<file path="src/rtl/fpunwrap.sv">
// Iterative sign-magnitude multiple-add: out = num1 + k*num2, one add per clock.
// Restores a signed number of periods to a wrapped fixed-point value.
//
// state | meaning
// IDLE  | waiting for startunwrap, inputs captured on accept
// LOAD  | normalize num1 into acc, derive signed step and |k|
// ADD   | acc += step once per clock until count reaches zero
// DONE  | publish acc on out, pulse doneunwrap
module fpunwrap #(
  parameter int N  = 32,
  parameter int Q  = 16,
  parameter int KW = 8
) (
  input  logic          clk,
  input  logic          rst,
  input  logic          startunwrap,
  input  logic [N-1:0]  num1,
  input  logic [N-1:0]  num2,
  input  logic [KW-1:0] k,
  output logic [N-1:0]  out,
  output logic          doneunwrap,
  output logic          busy,
  output logic          ovf
);

  typedef enum logic [1:0] {S_IDLE, S_LOAD, S_ADD, S_DONE} state_t;

  localparam logic [N-2:0] MAG_MAX = '1;

  state_t        state_q;
  logic [N-1:0]  n1_q, n2_q;
  logic [KW-1:0] k_q;
  logic [N-1:0]  acc_q, step_q;
  logic [KW-1:0] cnt_q;
  logic [N-1:0]  out_q;
  logic          done_q, busy_q, ovf_q;
  logic [N:0]    add_res;

  // Q only fixes the binary point; the arithmetic is identical for any Q.
  logic [31:0]   unused_q;
  assign unused_q = 32'(Q);

  // Returns {overflow, result}; -0 operands read as +0 and -0 is never produced.
  function automatic logic [N:0] sm_add(input logic [N-1:0] a, input logic [N-1:0] b);
    logic [N-2:0] ma, mb, mr;
    logic [N-1:0] sum;
    logic         sa, sb, sr, of;
    ma  = a[N-2:0];
    mb  = b[N-2:0];
    sa  = a[N-1] & (|ma);
    sb  = b[N-1] & (|mb);
    sum = {1'b0, ma} + {1'b0, mb};
    of  = 1'b0;
    sr  = sa;
    if (sa == sb) begin
      if (sum[N-1]) begin
        mr = MAG_MAX;
        of = 1'b1;
      end else begin
        mr = sum[N-2:0];
      end
    end else if (ma >= mb) begin
      mr = ma - mb;
      sr = sa;
    end else begin
      mr = mb - ma;
      sr = sb;
    end
    return {of, sr & (|mr), mr};
  endfunction

  assign add_res = sm_add(acc_q, step_q);

  always_ff @(posedge clk or negedge rst) begin
    if (!rst) begin
      state_q <= S_IDLE;
      n1_q    <= '0;
      n2_q    <= '0;
      k_q     <= '0;
      acc_q   <= '0;
      step_q  <= '0;
      cnt_q   <= '0;
      out_q   <= '0;
      done_q  <= 1'b0;
      busy_q  <= 1'b0;
      ovf_q   <= 1'b0;
    end else begin
      case (state_q)
        S_IDLE: begin
          done_q <= 1'b0;
          busy_q <= startunwrap;
          if (startunwrap) begin
            n1_q    <= num1;
            n2_q    <= num2;
            k_q     <= k;
            ovf_q   <= 1'b0;
            state_q <= S_LOAD;
          end
        end
        S_LOAD: begin
          acc_q  <= {n1_q[N-1] & (|n1_q[N-2:0]), n1_q[N-2:0]};
          step_q <= {n2_q[N-1] ^ k_q[KW-1], n2_q[N-2:0]};
          // |k| fits in KW unsigned bits, including k = -2^(KW-1)
          cnt_q  <= k_q[KW-1] ? (~k_q + 1'b1) : k_q;
          state_q <= (k_q == '0) ? S_DONE : S_ADD;
        end
        S_ADD: begin
          acc_q <= add_res[N-1:0];
          if (add_res[N]) ovf_q <= 1'b1;
          cnt_q <= cnt_q - 1'b1;
          if (cnt_q == KW'(1)) state_q <= S_DONE;
        end
        S_DONE: begin
          out_q   <= acc_q;
          done_q  <= 1'b1;
          state_q <= S_IDLE;
        end
        default: state_q <= S_IDLE;
      endcase
    end
  end

  assign out        = out_q;
  assign doneunwrap = done_q;
  assign busy       = busy_q;
  assign ovf        = ovf_q;

endmodule

</file>
<file path="config.mk">
export PLATFORM = sky130hd
export DESIGN_NAME = fpunwrap
export DESIGN_NICKNAME = d
export VERILOG_FILES = /design/src/rtl/fpunwrap.sv
export SDC_FILE = /design/constraint.sdc
export NUM_CORES = 1
export LEC_CHECK = 0
export BUFFER_PORTS_ARGS = -buffer_cell sky130_fd_sc_hd__buf_2
export CELL_PAD_IN_SITES_DETAIL_PLACEMENT = 0
export CELL_PAD_IN_SITES_GLOBAL_PLACEMENT = 1
export CORE_ASPECT_RATIO = 1.2
export CORE_MARGIN = 2
export CORE_UTILIZATION = 40
export CTS_CLUSTER_SIZE = 16
export DETAILED_ROUTE_END_ITERATION = 6
export HOLD_SLACK_MARGIN = 0.03
export PLACE_DENSITY = 0.74
export REMOVE_ABC_BUFFERS = 1
export SETUP_SLACK_MARGIN = 0.15
export SLEW_MARGIN = 10
export SYNTH_ARGS = -nofsm -noshare
export SYNTH_HDL_FRONTEND = slang
export SYNTH_SLANG_ARGS = --single-unit
export TNS_END_PERCENT = 1
</file>
<file path="constraint.sdc">
create_clock -name clk -period 8.3 [get_ports clk]
set_clock_uncertainty 0.05 [all_clocks]
set_input_delay 0.415 -clock clk [delete_from_list [all_inputs] [get_ports clk]]
set_output_delay 0.415 -clock clk [all_outputs]
set_load 0.05 [all_outputs]
</file>
# Word level (Yosys, flattened, before mapping)
# Cells that the tools add are included.
[classes]
div = 0
bitwise_logic = 6
mul = 0
shifts = 0
n_eq_ne = 8
muxes = 18
reduce_logical = 12
n_lt_le_gt_ge = 1
add_sub_neg = 5
[ops]
columns = ["op", "n"]
rows = [
  ["$reduce_or 31->1", 4],
  ["$mux 31", 3],
  ["$pmux 32 s2", 1],
  ["$sub 31x31->31", 2],
  ["$add 31x31->32", 1],
  ["$ge 31x31->1", 1],
  ["$pmux 8 s2", 1],
  ["$add 8x1->8 const B", 1],
  ["$eq 8x1->1 const B", 1],
  ["$logic_not 8->1", 1],
  ["$mux 8", 1],
  ["$not 8->8", 1],
  ["$pmux 2 s4", 1],
  ["$sub 8x1->8 const B", 1],
  ["$mux 1", 7],
  ["$ne 2x2->1 const B", 3],
  ["$reduce_bool 2->1", 3],
  ["$and 1x1->1", 4],
  ["$eq 2x2->1 const B", 2],
  ["$mux 2", 2],
  ["$pmux 1 s2", 2],
  ["$reduce_and 2->1", 2],
  ["$reduce_and 3->1", 1],
  ["$eq 2x1->1 const B", 1],
  ["3 further kinds", 3],
]
[totals]
latchBits = 0
ff_bits = 181
n_memories = 0
mem_bits_rw = 0
elab_cells = 61
in_bits = 75
romBits = 0

# Longest topological paths before layout
[logic_depth]
ltp_word = 7
ltp_mapped = 16

# Least setup slack after synthesis
# No wires, ideal clock.
[synth_path]
path_type = "register -> register"
from = "register acc_q[6]"
to = "register acc_q[31]"
path_slack_ns = 4.543
path_stages_with_launch = 15
t_arrival_ns = 3.576
path_buffers = 1
period_less_slack_ns = 3.757
cell_sequence = "dfrtp_1 -> inv_1 -> ha_1 -> buf_4 -> inv_4 -> a2111oi_4 -> a211oi_2 -> o311ai_4 -> a21oi_2 -> o31a_1 -> o2bb2ai_1 -> or4_1 -> or4b_1 -> nor4_1 -> a21oi_1"
[synth_between]
elab_chain_cells = 7
elab_cells_between_ends = 15
classes_between = "3 x add/sub; 1 x order compare; 1 x eq/ne; 6 x mux; 2 x bitwise; 2 x reduce/logical"
[synth_lines]
columns = ["item", "line", "rtl"]
rows = [
  ["start, declared", "33", "logic [N-1:0] acc_q, step_q;"],
  ["start signal, assigned", "101", "acc_q <= {n1_q[N-1] & (|n1_q[N-2:0]), n1_q[N-2:0]};"],
  ["start signal, assigned", "108", "acc_q <= add_res[N-1:0];"],
  ["parallel branches: the longest is 5 deep, another holds $add 31x31->32", "--", ""],
  ["$and 1x1->1 *", "69", "return {of, sr & (|mr), mr};"],
  ["$pmux 32 s2 *", "88", "case (state_q)"],
]
# Every way passes the cells marked *.
# A chain may end at the register's enable or synchronous reset.

# Worst setup path after layout
# Ends and elaborated chain as after synthesis.

==> impl_results.md <==
- Ys flop type: dfrtp_1
- H-tree depth: 4
- Fill count: 3281
- Hold Path Depth: 2
- CP endpoint kind: register
- Crit path from: acc_q[6]
- Worst-Skew Late Latency: 0.48 ns
- CP max stage delay: 0.72 ns
- Die H: 204 um
- Post-CTS Hold Buffers: 1
- Synth cell types: 94
- Tcrit/Tclk final: 0.625
- Ratio of cells with drive above 1 in the final layout: 0.204
- Sequential area share after synthesis: 0.340
- Min-delay worst type: in2reg
- RSZ-0062 raised after global routing: false
- CTS Sinks: approximately 180
- Crit path max-delay cell type: ha_1
- Vias in the first global route: 11900
- Core area: 33000 um^2
- CTS tree: built
- Syn avg cell area: 9.05 um^2
- Routed Antenna Nets: 0
- Rows: between 70 and 80
- Cells after DPL: between 1500 and 2000
- Adder-cell share of the synthesized area: 0.107
- Final Non-Filler Cells: 2001
- Outcome: finished, final reports clean
- I/O pin cnt: 110
- Worst reg2reg path depth: 14
- Final Critical Period: 5.19 ns
- Slew HR: 0.246
- Max-slew violation count: 0
- Root Driver: clkbuf_16
- Largest family of logic cells by synthesized area: compound AO/OA/AOI/OAI gates
- Initial Utilization: 0.404
- Post-DP Area: between 10000 and 15000 um^2
- Synthesis Warnings: 0
- Mux contribution to synthesized area: 0.115
- Hold worst-path end: n1_q[5]
- Worst Setup Start Kind: register
- Max-cap violations: 0
- Crit path cell chain: inv_1 > ha_1 > inv_4 > a2111oi_4 > a211oi_2 > o311ai_4 > a21o_1 > nand3_1 > buf_4 > a2bb2oi_1 > or4b_1 > or4_1 > nor4_1 > a21oi_1
- Layout Cell Area excl Fill: 14900 um^2
- CTS Buf Count: 17
- Post-synthesis xor/xnor area fraction: 0.00920
- CTS resizes: 0
- Worst r2r dst: acc_q[31]
- Number of remaining DRC errors: 0
- Max Fanout on Critical Path: 17
- Final worst setup slack: 3.11 ns
- Worst r2r src: acc_q[6]
- Post-synthesis simple-gate area fraction: 0.145
- Average wire per standard cell: 25.2 um
- Hold Startpoint: num1[5]
- Clock slew at reported path FFs: 0.08 ns
- Antenna violations before repair: 0
- Sequential cell area: about 4500 um^2
- Reg2Reg Setup Slack: 3.11 ns
- Commonest non-fill, non-tap cell in the layout: dfrtp_1
- DRT iter0 DRCs: 1144
- Port bufs: 109
- DPL Wire Length: 37.8 mm
- Worst Path Arrival: 5.48 ns
- First-pass GRT wire length: 75.8 mm
- Post-synthesis compound-gate area fraction: 0.228
- Most frequent cells in the layout: dfrtp_1 (181), o21ai_0 (117), mux2_2 (114)
- Via count: 12100
- Worst-Margin Slew: roughly 1.1 ns
- Number of nets in the layout: 1726
- Setup slack at placement: 3.22 ns
- CP Class: reg2reg
- Width of the die: 171 um
- Synthesized cell area: 13300 um^2
- Setup TNS: 0 ns
- Fin. Hold Viols: 0
- Routed vias/inst: 6.07
- Post CTS Setup Buffer Count: 0
- Clock buffer depth: 2
- Die area: 34800 um^2
- Placer congestion estimate: 0.962
- TritonRoute pass-1 iters: 7
- CP Data Required Time: about 8.6 ns
- Setup violators final: 0
- Largest net degree at the start of global routing: 75
- Async S/R FF share, synth: 1.00
- Post-synthesis cell count: 1472
- Post-synth EDFFs: 0
- #FFs+latches synth: 181
- Final WL: 50.3 mm
- Total GRT Usage: 0.294
- Area grow syn2layout: 12.0%
- Multi-input gate area: 8080 um^2
- GRT overflow: 0
- Max Fclk: 193 MHz
routing by layer:
layer	vias up	global-route usage	share of wire
met5	-	0	0
met4	0	0.124	0.040
met3	106	0.0511	0.062
met2	482	0.457	0.45
met1	5996	0.402	0.45
li1	5562	-	-
Yosys cell counts (28+ instances only):
cell type	number	share of area
a21oi_1	110	0.041
clkbuf_1	51	0.014
dfrtp_1	181	0.34
ha_1	109	0.10
inv_1	105	0.030
mux2_2	114	0.096
nand2_1	104	0.029
nand4_1	28	0.013
nor2_1	77	0.022
nor3_1	40	0.015
nor4_1	35	0.016
o21ai_0	117	0.044
through the flow:
step	hold WS (ns)	utilization
after floorplan	0.0694	-
after global placement	0.391	0.433
after detailed placement	0.391	0.433
after CTS	0.0927	0.452
after global routing	0.104	0.452
final	0.112	0.452
registers in the layout, summed over array words and instances, names as in the netlist:
name,cells
acc_q,32
k_q,8
cnt_q,8
out,32
doneunwrap,1
n1_q,32
ovf,1
busy,1
state_q,2
n2_q,32
step_q,32
worst max path at each step:
stage / endpoint / slack [ns]
detailed placement: acc_q[31] / 3.22
floorplan: acc_q[31] / 3.69
global placement: acc_q[31] / 3.24
CTS: acc_q[31] / 3.23
finish: acc_q[31] / 3.11
global route: acc_q[31] / 2.99
kinds of logic (layout without fill, tap and decap cells):
| family | after synthesis | after routing |
|---|---|---|
| buffers and inverters | 188 | 266 |
| other | 0 | 1 |
| adders and majority gates | 112 | 112 |
| muxes | 139 | 139 |
| AOI/OAI and AO/OA | 453 | 453 |
| DFF | 181 | 181 |
| xor gates and xnor gates | 14 | 14 |
| and+or+nand+nor | 385 | 385 |
critical path, delay by kind of cell (launching register included):
| kind | cells | cell delay, ns |
|---|---|---|
| and+or+nand+nor | 4 | 1.69 |
| buffers and inverters | 3 | 0.42 |
| adders and majority gates | 1 | 0.72 |
| AOI/OAI and AO/OA | 6 | 1.73 |
| DFF | 1 | 0.42 |
layout make-up:
class,instances,area share
clock buffers,19,0.0290
clock inverters,11,0.0135
multi-input cells,1103,0.542
inverters,108,0.0273
well taps,450,0.0377
repair buffers,128,0.0469
diodes,1,0.000168
flip-flops and latches,181,0.304
Power is left out: the tool's default activity adds up to more than one toggle a clock period on the data nets, which glitch-free logic cannot reach.
